## src/rtl/audio_sequencer.sv

```systemverilog
`timescale 1ns/1ps
// audio_sequencer: walks a song of two-word events over an iomem-style bus, waits a tick-based
// delay per event, then writes the event data into the audio register bank. Optional: AUDIO_SEQ_LOOP_EN.
module audio_sequencer #(
  parameter int          TICK_DIV   = 16000,
  parameter logic [31:0] AUDIO_BASE = 32'h0300_0000
) (
  input  logic        clk,
  input  logic        resetn,
  input  logic        start,
  input  logic        stop,
  input  logic [31:0] song_base,
  output logic        busy,
  output logic        done,
  output logic        m_valid,
  input  logic        m_ready,
  output logic [31:0] m_addr,
  output logic [31:0] m_wdata,
  output logic [3:0]  m_wstrb,
  input  logic [31:0] m_rdata
);

  localparam int DIV_W = $clog2(TICK_DIV);

  typedef enum logic [2:0] {
    S_IDLE,
    S_FETCH_A,
    S_FETCH_B,
    S_WAIT,
    S_WRITE
  } state_t;

  state_t           state, state_d;
  logic [DIV_W-1:0] div_cnt;
  logic             tick;
  logic [31:0]      ptr, ptr_d, base_q, base_d, data_q, data_d;
  logic [15:0]      delay_q, delay_d, cnt_q, cnt_d;
  logic [3:0]       idx_q, idx_d;
  logic             stop_pend, stop_pend_d, busy_d, done_d, m_valid_d;
  logic [31:0]      m_addr_d, m_wdata_d;
  logic [3:0]       m_wstrb_d;
  logic             accept, finish, end_word, loop_word;

  // Free-running tick source; deliberately not re-phased by start.
  assign tick = (div_cnt == DIV_W'(TICK_DIV - 1));

  always_ff @(posedge clk) begin
    if (!resetn)   div_cnt <= '0;
    else if (tick) div_cnt <= '0;
    else           div_cnt <= div_cnt + DIV_W'(1);
  end

  assign accept   = m_valid && m_ready;
  assign end_word = m_rdata[31];
`ifdef AUDIO_SEQ_LOOP_EN
  assign loop_word = m_rdata[30];
`else
  assign loop_word = 1'b0;
`endif

  always_comb begin
    // NOTE: every comb output gets a default first so no path can infer a latch.
    state_d     = state;
    ptr_d       = ptr;
    base_d      = base_q;
    data_d      = data_q;
    delay_d     = delay_q;
    cnt_d       = cnt_q;
    idx_d       = idx_q;
    stop_pend_d = stop_pend;
    busy_d      = busy;
    done_d      = 1'b0;
    m_valid_d   = m_valid;
    m_addr_d    = m_addr;
    m_wdata_d   = m_wdata;
    m_wstrb_d   = m_wstrb;
    finish      = 1'b0;

    if (state == S_IDLE) begin
      if (start && !stop) begin
        ptr_d   = song_base;
        base_d  = song_base;
        busy_d  = 1'b1;
        state_d = S_FETCH_A;
      end
    end else if (m_valid) begin
      // A request in flight is never withdrawn; a stop is remembered until it completes.
      if (!accept) begin
        if (stop) stop_pend_d = 1'b1;
      end else begin
        m_valid_d = 1'b0;
        if (stop || stop_pend) begin
          finish = 1'b1;
        end else begin
          case (state)
            S_FETCH_A: begin
              if (end_word) begin
                if (loop_word) begin
                  ptr_d   = base_q;
                  state_d = S_FETCH_A;
                end else begin
                  finish = 1'b1;
                end
              end else begin
                delay_d = m_rdata[23:8];
                idx_d   = m_rdata[3:0];
                state_d = S_FETCH_B;
              end
            end
            S_FETCH_B: begin
              data_d  = m_rdata;
              cnt_d   = delay_q;
              state_d = S_WAIT;
            end
            S_WRITE: begin
              ptr_d   = ptr + 32'd8;
              state_d = S_FETCH_A;
            end
            default: ;
          endcase
        end
      end
    end else if (stop) begin
      finish = 1'b1;
    end else begin
      // Requests launch only from a cycle with m_valid low, which guarantees the idle gap.
      case (state)
        S_FETCH_A: begin
          m_valid_d = 1'b1;
          m_addr_d  = ptr;
          m_wdata_d = '0;
          m_wstrb_d = 4'b0000;
        end
        S_FETCH_B: begin
          m_valid_d = 1'b1;
          m_addr_d  = ptr + 32'd4;
          m_wdata_d = '0;
          m_wstrb_d = 4'b0000;
        end
        S_WAIT: begin
          if (cnt_q == 16'd0) state_d = S_WRITE;
          else if (tick)      cnt_d   = cnt_q - 16'd1;
        end
        S_WRITE: begin
          m_valid_d = 1'b1;
          m_addr_d  = AUDIO_BASE + {26'd0, idx_q, 2'b00};
          m_wdata_d = data_q;
          m_wstrb_d = 4'b1111;
        end
        default: ;
      endcase
    end

    if (finish) begin
      state_d     = S_IDLE;
      busy_d      = 1'b0;
      done_d      = 1'b1;
      stop_pend_d = 1'b0;
      m_valid_d   = 1'b0;
    end
  end

  // NOTE: state registers use non-blocking assignments so every flop samples pre-edge values.
  always_ff @(posedge clk) begin
    if (!resetn) begin
      state     <= S_IDLE;
      ptr       <= '0;
      base_q    <= '0;
      data_q    <= '0;
      delay_q   <= '0;
      cnt_q     <= '0;
      idx_q     <= '0;
      stop_pend <= 1'b0;
      busy      <= 1'b0;
      done      <= 1'b0;
      m_valid   <= 1'b0;
      m_addr    <= '0;
      m_wdata   <= '0;
      m_wstrb   <= '0;
    end else begin
      state     <= state_d;
      ptr       <= ptr_d;
      base_q    <= base_d;
      data_q    <= data_d;
      delay_q   <= delay_d;
      cnt_q     <= cnt_d;
      idx_q     <= idx_d;
      stop_pend <= stop_pend_d;
      busy      <= busy_d;
      done      <= done_d;
      m_valid   <= m_valid_d;
      m_addr    <= m_addr_d;
      m_wdata   <= m_wdata_d;
      m_wstrb   <= m_wstrb_d;
    end
  end

endmodule

```

## config.mk

```make
export PLATFORM = sky130hd
export DESIGN_NAME = audio_sequencer
export DESIGN_NICKNAME = d
export VERILOG_FILES = /design/src/rtl/audio_sequencer.sv
export SDC_FILE = /design/constraint.sdc
export NUM_CORES = 1
export LEC_CHECK = 0
export ABC_CLOCK_PERIOD_IN_PS = 5500
export CAP_MARGIN = 20
export CORE_ASPECT_RATIO = 0.7
export CORE_MARGIN = 3
export CORE_UTILIZATION = 32
export CTS_CLUSTER_DIAMETER = 100
export DETAILED_ROUTE_END_ITERATION = 6
export PLACE_DENSITY = 0.62
export SLEW_MARGIN = 30
export SYNTH_ARGS = -nofsm -noshare
export SYNTH_HDL_FRONTEND = slang
export SYNTH_SLANG_ARGS = --single-unit
export TNS_END_PERCENT = 30
```

## constraint.sdc

```tcl
create_clock -name clk -period 5.5 [get_ports clk]
set_clock_uncertainty 0.05 [all_clocks]
set_input_delay 1.1 -clock clk [delete_from_list [all_inputs] [get_ports clk]]
set_output_delay 1.1 -clock clk [all_outputs]
set_load 0.01 [all_outputs]
```

Yosys cells after proc, flatten, opt, wreduce, memory -nomap -nowiden
Index checks and enable logic that the tools add are counted.
Cells by class
  shifts and indexed selects: 0
  multiplexer cells: 39
  bitwise operators: 7
  equality and inequality tests: 17
  $lt $le $gt $ge: 0
  add/subtract/negate cells: 5
  div/mod/pow operators: 0
  reductions and logical operators: 28
  $mul: 0
Operators with widths (number)
  2-to-1 mux 32 bit: 6
  2-to-1 mux 16 bit: 8
  one-hot mux 32 bit (3 select lines): 1
  one-hot mux 32 bit (2 select lines): 1
  adder 32 x 3 -> 32 bit (second input constant): 1
  adder 32 x 4 -> 32 bit (second input constant): 1
  adder 26 x 6 -> 27 bit (first input constant): 1
  2-to-1 mux 3 bit: 9
  zero test 16 bit: 1
  AND reduction 8 bit: 2
  subtractor 16 x 1 -> 16 bit (second input constant): 1
  adder 14 x 1 -> 14 bit (second input constant): 1
  == test 14 bit (second input constant): 1
  2-to-1 mux 1 bit: 12
  AND reduction 4 bit: 3
  nonzero test 2 bit: 6
  AND reduction 5 bit: 2
  one-hot mux 3 bit (3 select lines): 1
  nonzero test 3 bit: 3
  != test 2 x 1 -> 1 bit (second input constant): 4
  one-hot mux 4 bit (2 select lines): 1
  inverter 1 bit: 7
  == test 3 x 2 -> 1 bit (second input constant): 2
  != test 2 bit (second input constant): 3
  14 further kinds: 18
Storage, ports and cells
  latch bits: 0
  input port bits: 69
  memories: 0
  bits in registers: 189
  bits in read-only memories: 0
  logic and storage cells: 110
  bits in writable memories: 0

Depth between registers and ports, before layout
  depth in word-level cells: 7
  depth in mapped cells: 10
  gate-level depth less buffers: 7

Least setup slack after synthesis
No wires, ideal clock.
  path type: input-to-reg
  from: input port m_ready
  to: register cnt_q[15]
  setup slack: 2741 ps
  setup time: 133 ps
  arrival: 2576 ps
  path buffers: 2
  stages: 7
  cell sequence: nor4bb_1 a22oi_1 a221o_1 buf_6 buf_8 o211ai_2 o31ai_2
Between the ends
  word-level cells in the longest chain between the ends: 3
Ends and longest elaborated chain
  from (decl): RTL line 16  | input logic m_ready,
  logical AND 1 bit: RTL line 53  | assign accept = m_valid && m_ready;
  != test 2 x 1 -> 1 bit (no source line)
  AND reduction 8 bit (no source line)
  to (signal assigned): RTL line 186  | cnt_q <= cnt_d;
  to (decl): RTL line 37  | logic [15:0] delay_q, delay_d, cnt_q, cnt_d;
No other way between the ends.
A chain may end at the register's enable or synchronous reset.

Worst setup path in the final report
  from: input port stop
  to: register cnt_q[0]
Between the ends
  word-level cells in the longest chain between the ends: 3
  elaborated cells between the ends (all ways): 4
  classes of those cells: eq/ne (2); reduce/logical (2)
Ends and longest elaborated chain
  from (decl): RTL line 11  | input logic stop,
  logical OR 1 bit: RTL line 92  | if (stop || stop_pend) begin
  != test 2 bit (no source line)
  AND reduction 8 bit (no source line) *
Every way passes the cells marked *; elsewhere a longest branch is shown, timed or not.

==> results.yml <==
yosys:
  yosys.area.top_type: "dfxtp_1"
  synthDistinctLibCells: 70
  synth_common_cells: "nand2_1 (209), dfxtp_1 (186), a21oi_1 (108), nor2_1 (94), clkbuf_1 (70)"
  synth_area_leaders: "dfxtp_1 (42%), nand2_1 (8.9%), a21oi_1 (6.1%)"
  yosysMostFrequentCell: "nand2_1"
  synth_ff_type: "dfxtp_1"
  avgSynthCellArea_sq_um: 7.81
  synth-edff-count: 0
  synth_warnings: 0
  async_flop_share_pct: 0
  synth_fp_nets: 1200
  seq_area_frac_synth_pct: 42.3
  ys_ff_latch: 186
  synth_cells: 1127
  yosysTopAreaCellShare_pct: 42.3
  syn_area_sq_mm: 0.00880
power:
  p_sw_w: 0.000953
  share_comb_of_total_power_pct: 14.2
  ir_worst_vdd_mv: 0.257
  p_seq_share_pct: 45.8
  internal-power_w: 0.00221
  p_leak_nw: 3.59
  p_per_area_mw_per_mm2: 287
  pwr-share-clk_pct: 39.9
  swShare_pct: 30.1
detailed_routing:
  routedWlPerCell_microns: 17.3
  final_antenna_net_count: 0
  viasPerCell: 5.46
  wirelength_microns: 27400
  drt_iter0_markers: 681
  drc: 0
  drtPass1Iterations: 5
  detailroute.via_count: 8679
setup_path:
  worstSetupPathType: "input port to register"
  cp-start-kind: "input port"
  path_max_fanout: 18
  slowest_stage: "a221o_1"
  r2r_slack_ns: 2.50
  max_stage_delay_ns: 0.62
  cp_data_arrival_time_ns: 3.71
  crit_path_end_kind: "register"
  worstPathCellList: "clkdlybuf4s50_1, nor4bb_1, a22oi_1, a221o_1, a211oi_1, a211oi_2"
  worst-endpoint-required_ns: 5.76
place:
  place_ws_ns: 1.50
  dp_hpwl_microns: 18800
  gp_routability_congestion: 0.901
  dp.cells: 1556
  numPortBuffers: 139
global_routing:
  grt_pass1_wl_microns: 43600
  antenna_found_initial: 0
  grt_overflow: 0
  first_global_vias: 7978
  grt_use_total_pct: 18.3
  grt_max_degree: 64
sta:
  fin_crit_sh_pct: 62.7
  worstMarginPinSlew_ns: 0.913
  finalHoldViolCount: 0
  setup_tns_ns: 0
  setup_viol: 0
  max_freq_ghz: 0.290
  maxSlewHeadroom_pct: 38.9
  timing.final.ws_setup_ns: 2.05
  min_period_ns: 3.45
  drv_slew: 0
  rsz0062_at_grt: "no"
clock_tree:
  clockBufferDepth: 2
  cts.reportedPaths.clkPinSlew_ns: 0.08
  clk_latency_ns: 0.45
  cts-hold-fix-buffers: 0
  htree_levels: 4
  cts_resized: 0
  clockRootBuffer: "clkbuf_16"
  cts.sinks: 186
  cts_made_buffers: 17
  tritoncts: "built"
  post_cts_buffers: 0
finish:
  final_core_util_pct: 41.0
  syn2layout_area_growth_pct: 25.4
  nets: 1285
  drive_gt1_share_pct: 5.80
  final-instance-count-excl-fill: 1590
floorplan:
  die_w_microns: 204
  start_util_pct: 32.7
  pin_count: 140
  die_area_sq_mm: 0.0296
  core.rowCount: 50
  fp.dieH_microns: 145
  coreArea_sq_mm: 0.0269
hold_path:
  hold_class: "register to register"
run:
  maxCapViolCount: 0
status:
  status: "finished, final reports clean"
[kinds of logic (layout without fill, tap and decap cells)]
group	count (synthesis)	in the layout	share of synthesized area [%]
buffers and inverters	103	201	4.85
multiplexers	4	4	0.455
AO/OA/AOI/OAI	314	314	23.1
adder cells (fa/ha/maj)	4	4	0.569
flip-flops	186	186	42.3
XOR/XNOR	28	28	2.79
AND/OR/NAND/NOR	488	488	26.0
other	0	1	0
[area by class of cell]
| type | count | area [sq um] |
|---|---|---|
| clock inverter | 14 | 153 |
| sequential | 186 | 3720 |
| multi-input combinational | 838 | 4680 |
| tap | 364 | 455 |
| antenna | 1 | 2.50 |
| timing repair buffer | 154 | 1530 |
| fill | 2771 | 15900 |
| clock buffer | 18 | 439 |
| inverter | 15 | 58.8 |
[stage by stage]
| stage | total power [W] | hold WS [ns] | area [sq um] |
|---|---|---|---|
| 6_report | 0.00317 | 0.406 | 11000 |
| 2_1_floorplan | 0.00174 | 0.386 | 8800 |
| 3_3_place_gp | 0.00191 | 0.392 | 10400 |
| 3_5_place_dp | 0.00192 | 0.398 | 10400 |
| 5_1_grt | 0.00330 | 0.424 | 11000 |
| 4_1_cts | 0.00318 | 0.409 | 11000 |
[worst max-delay path, delay by kind of cell]
family / cells / cell delay [ns]
AOI/OAI and AO/OA: 4 / 1.38
buffers and inverters: 1 / 0.61
and+or+nand+nor: 1 / 0.61
[path summary, 6_finish.rpt]
check,startpoint,to,cells after the start
max,stop,cnt_q[0],6
min reg2reg,m_addr[16],m_addr[16],2
max reg2reg,state[0],ptr[23],7
min,m_addr[16],m_addr[16],2
[registers in the layout, indices dropped and copies added (netlist names), 3 cells and up]
signal,count
cnt_q,16
state,3
idx_q,4
delay_q,16
div_cnt,14
ptr,32
m_wdata,32
data_q,32
m_addr,32
[power groups by stage]
| stage | sequential, W | combinational (W) | clock (W) |
|---|---|---|---|
| after global routing | 0.00146 | 0.000492 | 0.00135 |
| after global placement | 0.00148 | 0.000437 | 0 |
| final | 0.00145 | 0.000451 | 0.00126 |
| after floorplan | 0.00145 | 0.000292 | 0 |
| after detailed placement | 0.00148 | 0.000443 | 0 |
| after CTS | 0.00145 | 0.000446 | 0.00129 |
[routing by layer]
layer  GRT usage [%]  share of wire [%]
met1            26.2                 48
met2            27.6                 43
met3            4.45                6.7
met4            5.21                1.6
met5               0                  0
[layout by cell type (no fill, tap or decap), types with 5 or more instances in the layout]
master	count
and2_1	14
o31ai_1	7
xnor2_1	11
nor4_1	18
nand4_1	21
a211oi_1	6
nand2b_1	6
dfxtp_1	186
inv_1	14
nand3_1	37
o22ai_1	8
clkdlybuf4s50_1	139
clkbuf_16	17
or3_1	13
o221ai_1	6
inv_6	5
a21oi_1	108
a21o_1	7
a31oi_1	17
o21ai_0	52
or4_1	13
nor2_1	92
buf_4	13
xor2_1	17
and3_1	14
nand2_1	209
o211ai_1	9
nor3_1	28
o31a_1	6
a22oi_1	44
(Power assumes the default switching activity.)
